`src/rtl/mcycle_sequencer.sv`:
```
// -----------------------------------------------------------------------------
// mcycle_sequencer
// Sequences the shared multi-cycle multiply/divide unit for the control path.
// A condition-qualified request is accepted in IDLE, its operands and
// destination are latched, the unit is started, and the PC/register-file
// update is stalled until the unit reports done. The result is then written
// back for one cycle. Divide-by-zero bypasses the unit with an all-ones
// result; a watchdog abandons the operation after MAX_CYCLES wait cycles.
//
// Ports
//   CLK, RESET_N        clock (rising edge), asynchronous active-low reset
//   Req, CondEx         decoder request and condition-pass qualifier
//   Op, Rd              operation (0=MUL, 1=DIV) and destination register
//   SrcA, SrcB          operands
//   MC_Start            one-cycle start pulse to the unit
//   MC_Op, MC_Operand*  operation/operands latched at accept
//   MC_Done, MC_Result  unit completion pulse and its result
//   Stall               hold PC, suppress normal RegWrite (combinational)
//   WE, WA, WD          one-cycle write-back port
//   Busy                sequencer is not idle
//   Timeout             sticky watchdog flag, cleared by the next accept
// -----------------------------------------------------------------------------
module mcycle_sequencer #(
    parameter int unsigned WIDTH      = 32,
    parameter int unsigned MAX_CYCLES = 40
) (
    input  logic             CLK,
    input  logic             RESET_N,
    input  logic             Req,
    input  logic             CondEx,
    input  logic             Op,
    input  logic [3:0]       Rd,
    input  logic [WIDTH-1:0] SrcA,
    input  logic [WIDTH-1:0] SrcB,
    output logic             MC_Start,
    output logic             MC_Op,
    output logic [WIDTH-1:0] MC_Operand1,
    output logic [WIDTH-1:0] MC_Operand2,
    input  logic             MC_Done,
    input  logic [WIDTH-1:0] MC_Result,
    output logic             Stall,
    output logic             WE,
    output logic [3:0]       WA,
    output logic [WIDTH-1:0] WD,
    output logic             Busy,
    output logic             Timeout
);

    localparam int unsigned CNT_W = (MAX_CYCLES > 1) ? $clog2(MAX_CYCLES) : 1;
    localparam logic [CNT_W-1:0] CNT_LAST = CNT_W'(MAX_CYCLES - 1);

    typedef enum logic [1:0] {
        S_IDLE  = 2'd0,
        S_START = 2'd1,
        S_WAIT  = 2'd2,
        S_WB    = 2'd3
    } state_t;

    state_t            r_state;
    state_t            w_next;
    logic [CNT_W-1:0]  r_cnt;
    logic [CNT_W-1:0]  w_cnt_next;

    logic              r_op;
    logic [3:0]        r_rd;
    logic [WIDTH-1:0]  r_a;
    logic [WIDTH-1:0]  r_b;
    logic [WIDTH-1:0]  r_res;
    logic              r_to;

    logic              w_accept;
    logic              w_div0;
    logic              w_latch;
    logic              w_cap;
    logic              w_set_to;
    logic              w_start;
    logic              w_stall;
    logic              w_we;

    assign w_accept = (r_state == S_IDLE) && Req && CondEx;
    assign w_div0   = Op && (SrcB == '0);

    // State register and wait counter
    always_ff @(posedge CLK or negedge RESET_N) begin
        if (!RESET_N) begin
            r_state <= S_IDLE;
            r_cnt   <= '0;
        end else begin
            r_state <= w_next;
            r_cnt   <= w_cnt_next;
        end
    end

    // Next-state and control decode
    always_comb begin
        w_next     = r_state;
        w_cnt_next = r_cnt;
        w_latch    = 1'b0;
        w_cap      = 1'b0;
        w_set_to   = 1'b0;
        w_start    = 1'b0;
        w_stall    = 1'b0;
        w_we       = 1'b0;
        case (r_state)
            S_IDLE: begin
                if (w_accept) begin
                    w_latch = 1'b1;
                    w_stall = 1'b1;
                    // Divide-by-zero never reaches the unit
                    w_next  = w_div0 ? S_WB : S_START;
                end
            end
            S_START: begin
                w_start    = 1'b1;
                w_stall    = 1'b1;
                w_cnt_next = '0;
                w_next     = S_WAIT;
            end
            S_WAIT: begin
                // Done wins over the watchdog on the final wait cycle
                if (MC_Done) begin
                    w_cap   = 1'b1;
                    w_stall = 1'b1;
                    w_next  = S_WB;
                end else if (r_cnt == CNT_LAST) begin
                    // Stall released so the PC moves past the abandoned op
                    w_set_to = 1'b1;
                    w_next   = S_IDLE;
                end else begin
                    w_stall    = 1'b1;
                    w_cnt_next = r_cnt + CNT_W'(1);
                end
            end
            S_WB: begin
                // Req here is the same instruction; it is not re-accepted
                w_we   = 1'b1;
                w_next = S_IDLE;
            end
            default: begin
                w_next = S_IDLE;
            end
        endcase
    end

    // Operand, destination, result and watchdog-flag registers
    always_ff @(posedge CLK or negedge RESET_N) begin
        if (!RESET_N) begin
            r_op  <= 1'b0;
            r_rd  <= 4'd0;
            r_a   <= '0;
            r_b   <= '0;
            r_res <= '0;
            r_to  <= 1'b0;
        end else begin
            if (w_latch) begin
                r_op <= Op;
                r_rd <= Rd;
                r_a  <= SrcA;
                r_b  <= SrcB;
                r_to <= 1'b0;
                if (w_div0) begin
                    r_res <= '1;
                end
            end
            if (w_cap) begin
                r_res <= MC_Result;
            end
            if (w_set_to) begin
                r_to <= 1'b1;
            end
        end
    end

    assign MC_Start    = w_start;
    assign MC_Op       = r_op;
    assign MC_Operand1 = r_a;
    assign MC_Operand2 = r_b;
    assign Stall       = w_stall;
    assign WE          = w_we;
    assign WA          = w_we ? r_rd : 4'd0;
    assign WD          = w_we ? r_res : '0;
    assign Busy        = (r_state != S_IDLE);
    assign Timeout     = r_to;

endmodule

```
`config.mk`:
```
export PLATFORM = sky130hd
export DESIGN_NAME = mcycle_sequencer
export DESIGN_NICKNAME = d
export VERILOG_FILES = /design/src/rtl/mcycle_sequencer.sv
export SDC_FILE = /design/constraint.sdc
export NUM_CORES = 1
export LEC_CHECK = 0
export ABC_AREA = 1
export CAP_MARGIN = 25
export CORE_MARGIN = 2
export CORE_UTILIZATION = 47
export CTS_BUF_LIST = sky130_fd_sc_hd__clkbuf_2 sky130_fd_sc_hd__clkbuf_4 sky130_fd_sc_hd__clkbuf_8
export CTS_CLUSTER_DIAMETER = 80
export DETAILED_ROUTE_END_ITERATION = 8
export PLACE_DENSITY = 0.91
export SKIP_LAST_GASP = 1
export SYNTH_ARGS = -nofsm -noshare
export SYNTH_HDL_FRONTEND = slang
export SYNTH_SLANG_ARGS = --single-unit
```
`constraint.sdc`:
```
create_clock -name CLK -period 2.6 [get_ports CLK]
set_input_delay 0.52 -clock CLK [delete_from_list [all_inputs] [get_ports CLK]]
set_output_delay 0.52 -clock CLK [all_outputs]
set_load 0.05 [all_outputs]
```
==> results.sh <==
export IMPL_status="complete, no violations"
export IMPL_clock_sinks=110
export IMPL_tightest_slew_ns=0.5796
export IMPL_ioPinCount=212
export IMPL_num_rows=37
export IMPL_initial_core_util=0.4828
export IMPL_drtIter0Drc=290
export IMPL_grt_pass1_vias=4677
export IMPL_cts_tree="done"
export IMPL_rrSetupSlack_ns=0.91
export IMPL_hp_class="primary input to asynchronous set/reset pin"
export IMPL_gp_congestion=0.8566
export IMPL_wl_microns=13800
export IMPL_drive_gt1_frac=0.08711
export IMPL_hpwl_microns=10430
export IMPL_start_kind="register"
export IMPL_rsz0062_at_grt="no"
export IMPL_multi_input_area_sq_um=1871
export IMPL_reg2reg_to="r_cnt[0]$_DFFE_PN0P_"
export IMPL_fin_worst_skew_ns=0.007451
export IMPL_grt_pass1_wl_microns=22450
export IMPL_cts_setup_buffers=0
export IMPL_vias=4583
export IMPL_hold_viol=0
export IMPL_port_buffers=211
export IMPL_cp_startpoint="r_state[0]$_DFFE_PN0P_"
export IMPL_crit_path_end="MC_Start"
export IMPL_timing_rr_start="r_cnt[0]$_DFFE_PN0P_"
export IMPL_antenna_found_initial=0
export IMPL_final_nets=940
export IMPL_yosysSeqAreaShare=0.5547
export IMPL_syn_num_nets=739
export IMPL_die_area_sq_um=11400
export IMPL_route_detailed_drc=0
export IMPL_antennaDiodeCount=0
export IMPL_min_period_ns=2.381
export IMPL_cts_buffers=9
export IMPL_synthCells=632
export IMPL_setup_ws_ns=0.2189
export IMPL_relSlewSlack=0.6124
export IMPL_dieHeight_microns=106.8
export IMPL_yosysUniqueCellTypes=21
export IMPL_nFillCells=754
export IMPL_fmax_mhz=420.0
export IMPL_slew_viol_final=0
export IMPL_synth_area_sq_um=4962
export IMPL_rr_worst_depth=9
export IMPL_instances_no_fill=974
export IMPL_ys_seq_elements=110
export IMPL_core_sq_um=10280
export IMPL_ant_nets=0
export IMPL_cts_hold_buf=0
export IMPL_yosys_warnings=0
export IMPL_final_seq_area_sq_um=2753
export IMPL_dp_cells=958
export IMPL_vdd_drop_max_v=0.0007117
export IMPL_die_w_microns=106.8
export IMPL_dr_pass1_iters=6
export IMPL_setup_tns_ns=0
export IMPL_cp_max_fo=4
export IMPL_power_density_nw_per_um2=1170
export IMPL_grt_remaining_overflow=0
export IMPL_vias_per_cell=4.705
export IMPL_ctsResizeCount=0
export IMPL_grt_usage=0.2487
export IMPL_wire_per_inst_microns=14.17
export IMPL_post_place_ws_ns=0.3245
export IMPL_maxCapViolCount=0
export IMPL_root_buffer="clkbuf_8"
export IMPL_endpoint_kind="primary output"
export IMPL_insertion_delay_ns=0.36
export IMPL_period_share=0.9158
export IMPL_cts_max_level=3
export IMPL_crit_type="register to primary output"
export IMPL_area_growth_pct=56.40
export IMPL_power_leakage_nw=3.806
export IMPL_required_ns=2.08
export IMPL_setup_violations=0
export IMPL_cts_clk_slew_worst_paths_ns=0.11
export IMPL_clockBufferDepth=2
export IMPL_arrival_ns=1.86
export IMPL_postSynthAreaPerCell_sq_um=7.852
export IMPL_grt_max_degree=73
## cell usage after synthesis
master / count / area (sq um)
xor2_1: 3 / 26.28
nand2_4: 1 / 11.26
clkbuf_1: 12 / 45.04
inv_2: 3 / 11.26
dfrtp_1: 110 / 2753
buf_2: 15 / 75.07
nor2_1: 62 / 232.7
o22ai_1: 3 / 18.77
inv_1: 47 / 176.4
o21ai_0: 7 / 35.03
nor3_1: 1 / 5.000
nand2_2: 1 / 6.260
or2_1: 3 / 18.77
nor2_4: 2 / 22.52
ha_1: 1 / 12.51
nand3_4: 1 / 17.52
or2_0: 29 / 181.4
nand4_1: 1 / 6.260
nand2_1: 290 / 1089
buf_6: 3 / 33.78
nand3_1: 37 / 185.2
## worst max-delay path, cell delays in order, from the launching register on
cell	delay, ns
dfrtp_1	0.48
inv_1	0.06
nor2_1	0.12
clkdlybuf4s50_1	0.85
## metrics by stage
step | cell area, sq um | hold WS, ns | total power, W | util
after CTS | 7761 | 0.09803 | 0.009159 | 0.7552
after global placement | 7576 | 0.4605 | 0.008017 | 0.7372
final | 7761 | 0.1038 | 0.009082 | 0.7552
after detailed placement | 7576 | 0.4637 | 0.008174 | 0.7372
after global routing | 7761 | 0.1115 | 0.009625 | 0.7552
after floorplan | 4962 | 0.2244 | 0.006186 | -
## logic make-up after synthesis
group	count (synthesis)	share of synthesized area
AOI/OAI and AO/OA	10	0.01084
xor gates and xnor gates	3	0.005296
adders and majority gates	1	0.002521
buffers and inverters	80	0.06883
DFF	110	0.5547
and+or+nand+nor	428	0.3578
## metal layers
layer	track usage	share of wire	up-vias	wire length, microns
li1	-	-	2291	-
met1	0.2878	0.39	2117	5412
met2	0.4518	0.52	147	7227
met3	0.05046	0.053	28	728
met4	0.09462	0.031	0	432
met5	0	0	-	0
## cell usage in the layout (no fill, tap or decap), drive strengths merged
cell type	count
clkbuf	10
nor2	64
dfrtp	110
clkinvlp	1
nand2	292
ha	1
buf	48
o22ai	3
o21ai	7
clkdlybuf4s50	172
nor3	1
or2	32
inv	54
xor2	3
clkinv	1
nand3	38
nand4	1
## how the worst min path moves through the flow
| stage | end | slack (ns) | depth (start not counted) |
|---|---|---|---|
| after floorplan | MC_Op$_DFFE_PN0P_ | 0.22 | 0 |
| after global placement | MC_Operand1[6]$_DFFE_PN0P_ | 0.46 | 2 |
| after detailed placement | MC_Operand2[11]$_DFFE_PN0P_ | 0.46 | 2 |
| after CTS | MC_Operand1[23]$_DFFE_PN0P_ | 0.1 | 1 |
| after global routing | MC_Operand1[28]$_DFFE_PN0P_ | 0.11 | 1 |
| final | MC_Operand1[28]$_DFFE_PN0P_ | 0.10 | 1 |
## layout make-up
class / instances / area share
Multi-Input combinational cell: 442 / 0.2410
Sequential cell: 110 / 0.3547
Timing Repair Buffer: 220 / 0.3344
Tap cell: 136 / 0.02192
Clock buffer: 10 / 0.01693
Inverter: 50 / 0.02418
Clock inverter: 6 / 0.006932
## flip-flops by register name, summed over array words and instances, names as in the netlist
| name | flops |
|---|---|
| Timeout | 1 |
| r_state | 2 |
| r_res | 32 |
| r_cnt | 6 |
| MC_Operand1 | 32 |
| MC_Operand2 | 32 |
| MC_Op | 1 |
| r_rd | 4 |
## power breakdown
part	total [W]	internal, W	switching [W]	leakage [nW]
Clock	0.000969	0.000379	0.000590	0.0932
Combinational	0.00517	0.00179	0.00338	2.36
Sequential	0.00295	0.00251	0.000441	1.35
Total	0.00908	0.00467	0.00441	3.81
Power figures use the tool's default switching activity.
